File: src/rtl/width_check_pkg.sv
// Shared types for the pulse-width check scheduler.
package width_check_pkg;

    // Container widths for result payloads; the top truncates to its own sizes.
    localparam int unsigned WC_CH_W  = 8;
    localparam int unsigned WC_CNT_W = 32;

    typedef enum logic [1:0] {
        ARM     = 2'd0,
        MEASURE = 2'd1,
        DRAIN   = 2'd2
    } wc_state_e;

    typedef struct packed {
        logic [WC_CH_W-1:0]  ch;
        logic [WC_CNT_W-1:0] width;
        logic                ok;
        logic                short_;
        logic                long_;
    } wc_result_t;

endpackage

File: src/rtl/rr_channel_ptr.sv
// Modulo-N wrapping channel pointer, advanced by a one-cycle strobe.
module rr_channel_ptr #(
    parameter int unsigned N = 4,
    parameter int unsigned W = 2
) (
    input  logic         clk,
    input  logic         reset,
    input  logic         adv,
    output logic [W-1:0] ptr
);

    // Pointer register: wraps from N-1 back to 0 on advance.
    always_ff @(posedge clk) begin
        if (reset) begin
            ptr <= '0;
        end else if (adv) begin
            ptr <= (ptr == W'(N - 1)) ? '0 : ptr + W'(1);
        end
    end

endmodule

File: src/rtl/width_check_scheduler.sv
// Round-robin pulse-width checker: one measurement engine shared across N_CH levels.
module width_check_scheduler
    import width_check_pkg::*;
#(
    parameter int unsigned N_CH        = 4,
    parameter int unsigned MIN_CKS     = 1,
    parameter int unsigned MAX_CKS     = 4,
    parameter int unsigned ARM_TIMEOUT = 64,
    parameter int unsigned CNT_W       = 16,
    localparam int unsigned CH_W       = $clog2(N_CH),
    localparam int unsigned TMO_W      = (ARM_TIMEOUT > 1) ? $clog2(ARM_TIMEOUT) : 1
) (
    input  logic              clk,
    input  logic              reset,
    input  logic              chk_en,
    input  logic [N_CH-1:0]   expr,
    output logic [CH_W-1:0]   cur_ch,
    output logic              busy,
    output logic              res_valid,
    output logic [CH_W-1:0]   res_ch,
    output logic [CNT_W-1:0]  res_width,
    output logic              res_ok,
    output logic              res_short,
    output logic              res_long,
    output logic              timeout
);

    wc_state_e        state, state_n;
    logic [CNT_W-1:0] cnt, cnt_n;
    logic [TMO_W-1:0] tmo, tmo_n;
    logic [N_CH-1:0]  prev;
    logic [N_CH-1:0]  rise;
    logic             adv;
    logic             rep;
    logic             tmo_pulse;
    wc_result_t       rep_d;
    wc_result_t       res_q;

    assign rise = expr & ~prev;

    rr_channel_ptr #(
        .N (N_CH),
        .W (CH_W)
    ) u_ptr (
        .clk   (clk),
        .reset (reset),
        .adv   (adv),
        .ptr   (cur_ch)
    );

    // Next-state, counter and report decode.
    always_comb begin
        state_n   = state;
        cnt_n     = cnt;
        tmo_n     = tmo;
        adv       = 1'b0;
        rep       = 1'b0;
        tmo_pulse = 1'b0;
        rep_d     = '0;
        rep_d.ch  = WC_CH_W'(cur_ch);

        if (!chk_en) begin
            state_n = ARM;
            cnt_n   = '0;
            tmo_n   = '0;
        end else begin
            case (state)
                ARM: begin
                    if (rise[cur_ch]) begin
                        cnt_n   = CNT_W'(1);
                        tmo_n   = '0;
                        state_n = MEASURE;
                    end else if (tmo == TMO_W'(ARM_TIMEOUT - 1)) begin
                        tmo_pulse = 1'b1;
                        adv       = 1'b1;
                        tmo_n     = '0;
                    end else begin
                        tmo_n = tmo + TMO_W'(1);
                    end
                end
                MEASURE: begin
                    if (expr[cur_ch]) begin
                        if (MAX_CKS != 0 && cnt == CNT_W'(MAX_CKS)) begin
                            rep         = 1'b1;
                            rep_d.width = WC_CNT_W'(MAX_CKS + 1);
                            rep_d.long_ = 1'b1;
                            cnt_n       = '0;
                            state_n     = DRAIN;
                        end else begin
                            cnt_n = (&cnt) ? cnt : cnt + CNT_W'(1);
                        end
                    end else begin
                        rep         = 1'b1;
                        rep_d.width = WC_CNT_W'(cnt);
                        if (32'(cnt) < MIN_CKS) begin
                            rep_d.short_ = 1'b1;
                        end else begin
                            rep_d.ok = 1'b1;
                        end
                        cnt_n   = '0;
                        adv     = 1'b1;
                        state_n = ARM;
                    end
                end
                DRAIN: begin
                    if (!expr[cur_ch]) begin
                        adv     = 1'b1;
                        state_n = ARM;
                    end
                end
                default: begin
                    state_n = ARM;
                    cnt_n   = '0;
                    tmo_n   = '0;
                end
            endcase
        end
    end

    // State, counters, edge history and registered report outputs.
    always_ff @(posedge clk) begin
        if (reset) begin
            state     <= ARM;
            cnt       <= '0;
            tmo       <= '0;
            prev      <= '0;
            busy      <= 1'b0;
            res_valid <= 1'b0;
            timeout   <= 1'b0;
            res_q     <= '0;
        end else begin
            state     <= state_n;
            cnt       <= cnt_n;
            tmo       <= tmo_n;
            prev      <= expr;
            busy      <= (state_n != ARM);
            res_valid <= rep;
            timeout   <= tmo_pulse;
            if (rep) begin
                res_q <= rep_d;
            end
        end
    end

    assign res_ch    = CH_W'(res_q.ch);
    assign res_width = CNT_W'(res_q.width);
    assign res_ok    = res_q.ok;
    assign res_short = res_q.short_;
    assign res_long  = res_q.long_;

endmodule
File: config.mk
export PLATFORM = sky130hd
export DESIGN_NAME = width_check_scheduler
export DESIGN_NICKNAME = d
export VERILOG_FILES = /design/src/rtl/width_check_pkg.sv /design/src/rtl/rr_channel_ptr.sv /design/src/rtl/width_check_scheduler.sv
export SDC_FILE = /design/constraint.sdc
export NUM_CORES = 1
export LEC_CHECK = 0
export BUFFER_PORTS_ARGS = -buffer_cell sky130_fd_sc_hd__buf_2
export CAP_MARGIN = 20
export CORE_MARGIN = 1.5
export CORE_UTILIZATION = 39
export DETAILED_ROUTE_END_ITERATION = 8
export PLACE_DENSITY = 0.69
export SLEW_MARGIN = 20
export SYNTH_ARGS = -nofsm -noshare
export SYNTH_HDL_FRONTEND = slang
export SYNTH_HIERARCHICAL = 1
export SYNTH_SLANG_ARGS = --single-unit
export TNS_END_PERCENT = 50
File: constraint.sdc
create_clock -name clk -period 3.91 [get_ports clk]
set_input_delay 0.1955 -clock clk [delete_from_list [all_inputs] [get_ports clk]]
set_output_delay 0.1955 -clock clk [all_outputs]
set_load 0.01 [all_outputs]
Word level (Yosys, flattened, before mapping)
Cells that the tools add are included.
{ "totals": {"ff_bits": 54} }
{ "op_classes": {"n_addsub": 3, "n_lt_le_gt_ge": 2, "eq_ne": 7, "muxes": 36, "bitwise_logic": 5, "reduce_logical": 7} }
{ "op_table": {"columns": ["op", "n"], "rows": [
  ["$mux 16", 5],
  ["$pmux 16 s3", 1],
  ["$mux 19", 2],
  ["$add 16x1->16 const B", 1],
  ["$eq 16x3->1 const B", 1],
  ["$lt 16x1->1 const B", 1],
  ["$reduce_and 16->1", 1],
  ["$mux 2", 7],
  ["$mux 1", 13],
  ["$mux 6", 2],
  ["$pmux 6 s2", 1],
  ["$add 6x1->6 const B", 1],
  ["$eq 6x6->1 const B", 1],
  ["$pmux 2 s3", 1],
  ["$and 4x4->4", 1],
  ["$bmux 1 s2", 2],
  ["$eq 2x2->1 const B", 2],
  ["$ne 4x4->1 const B", 1],
  ["$not 4->4", 1],
  ["$reduce_or 2->1", 2],
  ["$lt 2x3->1 const B", 1],
  ["$mux 3", 1],
  ["$not 1->1", 3],
  ["$reduce_and 3->1", 1],
  ["other kinds (7)", 7]
]} }

Depth between registers and ports, before layout
{ "logic_depth": {"word_depth": 8, "mapped_depth": 9, "ltp_nobuf": 8} }

Cells and area by module
Netlist, hierarchy kept.
{ "modules_own_cells": {"columns": ["module", "instances", "cells_each", "area_per_inst_um2", "seq_area_each_um2"], "rows": [
  ["width_check_scheduler", 1, 285, 2598.7, 1041.0],
  ["rr_channel_ptr", 1, 8, 86.3, 40.0]
]} }

Worst setup path after synthesis
Ideal clock, no wire load.
{ "synth_path": {"kind": "register -> register", "from": "register u_ptr.ptr[0]", "to": "register u_ptr.ptr[0]", "arrival_time_ns": 2.241, "setup_slack_ns": 1.600, "stages_incl_launch_ff": 9, "path_buffers": 1, "cell_sequence": "dfxtp_1 -> buf_6 -> and4bb_2 -> or4_4 -> nor2_1 -> nand2_1 -> a21oi_1 -> or3b_1 -> a21oi_1"} }
{ "synth_between": {"elab_chain_cells": 5, "elab_cells_between_ends": 11} }
{ "synth_rtl": {"columns": ["element", "line", "text"], "rows": [
  ["start: declaration", "rr_channel_ptr.sv:9", "output logic [W-1:0] ptr"],
  ["start signal: assignment", "rr_channel_ptr.sv:17", "ptr <= (ptr == W'(N - 1)) ? '0 : ptr + W'(1);"],
  ["$bmux 1 s2, on equally long branches", "width_check_scheduler.sv:82, width_check_scheduler.sv:106, width_check_scheduler.sv:69", null],
  ["$mux 1, on equally long branches (2 in series)", "width_check_scheduler.sv:82, width_check_scheduler.sv:106, width_check_scheduler.sv:69", null],
  ["$pmux 1 s2 (*)", "width_check_scheduler.sv:67", "case (state)"],
  ["$mux 1 (*)", "width_check_scheduler.sv:62", "if (!chk_en) begin"],
  ["net adv", "width_check_scheduler.sv:33", "logic adv;"]
]} }
Mark *: on every way through the listed nets, which the timed path passes. The rest lies on a longest branch. The select of a mux whose other input is x is not followed.
A chain may end at the register's enable or synchronous reset.

Worst setup path after layout
Same ends and word-level chain as after synthesis.

==> results.py <==
metrics = {
    "yosys": {
        "yosys_warnings": 6,
        "yosysUniqueCellTypes": 63,
        "synth-async-reset-ratio_pct": 0,
        "syn_nets": 308,
        "ys.flop_type": "dfxtp_1",
        "syn_inst": 293,
        "synth_edf_count": 0,
        "avgSynthCellArea_sq_um": 9.16,
        "syn_area_sq_um": 2690,
        "yosysSeqAreaShare_pct": 40.3,
        "synth-seq-cells": 54,
    },
    "placement": {
        "gp_congestion": 0.877,
        "dp_hpwl_um": 4160,
        "dp.cells": 389,
        "io_buffer_count": 32,
        "placed_area_sq_um": 2850,
        "pre_cts_ws_ns": 1.36,
    },
    "routing": {
        "post_drt_via_cell_ratio": 5.79,
        "routed_wl_um": 5940,
        "drt_iter0_drc": 193,
        "drtPass1Iterations": 4,
        "avgRoutedWirePerCell_um": 15.0,
        "drc_errors": 0,
        "ant_nets": 0,
        "vias": 2293,
    },
    "worst_setup_path": {
        "r2r_end": "u_ptr/ptr[0]",
        "arrival_ns": 2.89,
        "path_common_cell": "a21oi_1",
        "crit_type": "reg -> reg",
        "cp-endpoint": "u_ptr/ptr[0]",
        "crit_path_start": "u_ptr/ptr[0]",
        "cp_max_fo": 14,
        "required_ns": 4.15,
        "cp-start-kind": "flip-flop",
        "endpoint_kind": "flip-flop",
        "crit_buf_inv": 0,
        "rr_worst_depth": 7,
        "r2r_setup_slack_ns": 1.26,
        "r2r_start": "u_ptr/ptr[0]",
        "critPathTopFamily": "simple AND/OR/NAND/NOR gates",
        "max_stage_delay_ns": 0.65,
        "crit_chain": "and4bb_2, or4_4, nor2_1, nand2_1, a21oi_1, or3b_1, a21oi_1",
        "path_depth": 7,
        "critPathSlowestCell": "dfxtp_1",
    },
    "timing": {
        "rsz0062_at_grt": "no",
        "drv_slew": 0,
        "setup_viol": 0,
        "max_freq_mhz": 378,
        "post-route-min-period_ns": 2.65,
        "setup_ws_ns": 1.26,
        "final.setup.tns_ns": 0,
        "min_period_over_period_pct": 67.7,
        "skew_ns": 0.00904,
        "tightest_slew_ns": 0.656,
        "final_hold_viol_count": 0,
        "slew_headroom_pct": 55.1,
    },
    "floorplan": {
        "fp.coreArea_sq_um": 6720,
        "rows": 30,
        "boundaryPins": 33,
        "dieWidth_um": 86.0,
        "fp.dieH_um": 86.0,
        "initial_core_util_pct": 40.0,
        "die_area_sq_um": 7390,
    },
    "run_status": {
        "status": "finished, final reports clean",
    },
    "cts": {
        "clock_sinks": 54,
        "post-cts-setup-buffers": 0,
        "clk_path_buf_depth": 2,
        "numCtsBuffers": 5,
        "cts_tree": "built",
        "htreeDepth": 2,
        "cts_resized": 0,
        "clock_latency_ns": 0.31,
        "cts_hold_buf": 0,
        "root_buffer": "clkbuf_8",
        "path_clk_slew_ns": 0.10,
    },
    "finish": {
        "n_antenna_cell": 0,
        "finalInstanceArea_sq_um": 2930,
        "layout.cells.non_filler": 396,
        "syn_to_final_growth_pct": 8.95,
        "fill_cells": 640,
        "drive_above_1_share_pct": 17.7,
        "final_nets": 331,
    },
    "power": {
        "p_leak_nw": 1.10,
        "p_per_area_nw_per_um2": 320,
        "ir_worst_vdd_uv": 194,
        "power_uw": 935,
    },
    "flow_run": {
        "maxCapViolations": 0,
    },
    "global_route": {
        "grt_max_degree": 18,
        "grt_pass1_vias": 2106,
        "grt_pass1_wl_um": 9940,
        "grtUsageTotal_pct": 16.5,
        "grt.overflow.total": 0,
        "antenna_found_initial": 0,
    },
    "hold_path": {
        "min_path_type": "in -> reg",
    },
}
==> worst min path at each step <==
stage             start      endpoint  slack [ns]  depth (start not counted)
6_report        expr[3]       prev[3]        0.14                          2
5_1_grt         expr[3]       prev[3]        0.15                          2
4_1_cts         expr[3]       prev[3]        0.14                          2
3_5_place_dp   res_long      res_long        0.44                          1
3_3_place_gp   res_long      res_long        0.43                          1
2_1_floorplan     reset  u_ptr/ptr[0]        0.26                          1
==> metal layers <==
layer	wire, um	share of wire (%)	vias up	GRT usage (%)
li1	-	-	1135	-
met1	2790	47	1093	21.9
met2	2850	48	56	27.4
met3	222	3.7	9	2.89
met4	70	1.2	0	4.69
met5	0	0	-	0
==> layout make-up <==
type	instances	area (sq um)	area share, %
multi-input combinational	216	1480	50.5
sequential	54	1080	37.0
timing repair buffer	33	168	5.73
tap	80	100	3.42
clock buffer	7	76.3	2.61
inverter	6	22.5	0.770
==> through the flow <==
| step | hold WS [ns] | util (%) |
|---|---|---|
| final | 0.139 | 43.5 |
| after global routing | 0.147 | 43.5 |
| after CTS | 0.138 | 43.5 |
| after detailed placement | 0.440 | 42.4 |
| after global placement | 0.434 | 42.4 |
| after floorplan | 0.265 | - |
==> state kept, by name, summed over array words and instances (netlist names) <==
signal and flops:
res_short 1, res_width 16, busy 1, timeout 1, res_long 1, u_ptr/ptr 2
res_ok 1, prev 4, cnt 16, state 2, res_valid 1, res_ch 2
tmo 6
==> where the power goes <==
part	internal [mW]	switching [mW]	leakage [nW]	total [mW]
clock network	0.124	0.176	0.0383	0.300
logic	0.0263	0.0495	0.623	0.0758
registers	0.555	0.00422	0.437	0.559
total	0.705	0.230	1.10	0.935
==> cell usage after synthesis (7+ instances only) <==
library cell,instances,share of area (%)
nand4_1,7,1.6
nor2_1,18,2.5
ha_1,8,3.7
nand3_1,16,3.0
a22o_1,14,4.6
and3_1,8,1.9
nand2_1,24,3.4
dfxtp_1,54,40
a21oi_1,22,4.1
clkbuf_1,7,0.98
or4_1,7,2.0
nor2b_1,8,1.9
==> kinds of logic (layout without fill, tap and decap cells) <==
| family | Yosys count | count (layout) | share of synthesized area (%) |
|---|---|---|---|
| and+or+nand+nor | 127 | 127 | 28.5 |
| muxes | 8 | 8 | 3.49 |
| DFF | 54 | 54 | 40.3 |
| AOI/OAI and AO/OA | 71 | 71 | 18.6 |
| buffers and inverters | 23 | 46 | 4.71 |
| adders and majority gates | 8 | 8 | 3.73 |
| xor gates and xnor gates | 2 | 2 | 0.652 |
==> layout by cell type, fill, tap and decap left out, types with 7 or more instances in the layout <==
cell type	count
nand2_1	24
nor2b_1	8
or4_1	7
ha_1	8
and3_1	8
buf_2	32
a21oi_1	22
nor2_1	18
nand3_1	16
dfxtp_1	54
a22o_1	14
nand4_1	7
Power figures use the tool's default switching activity.
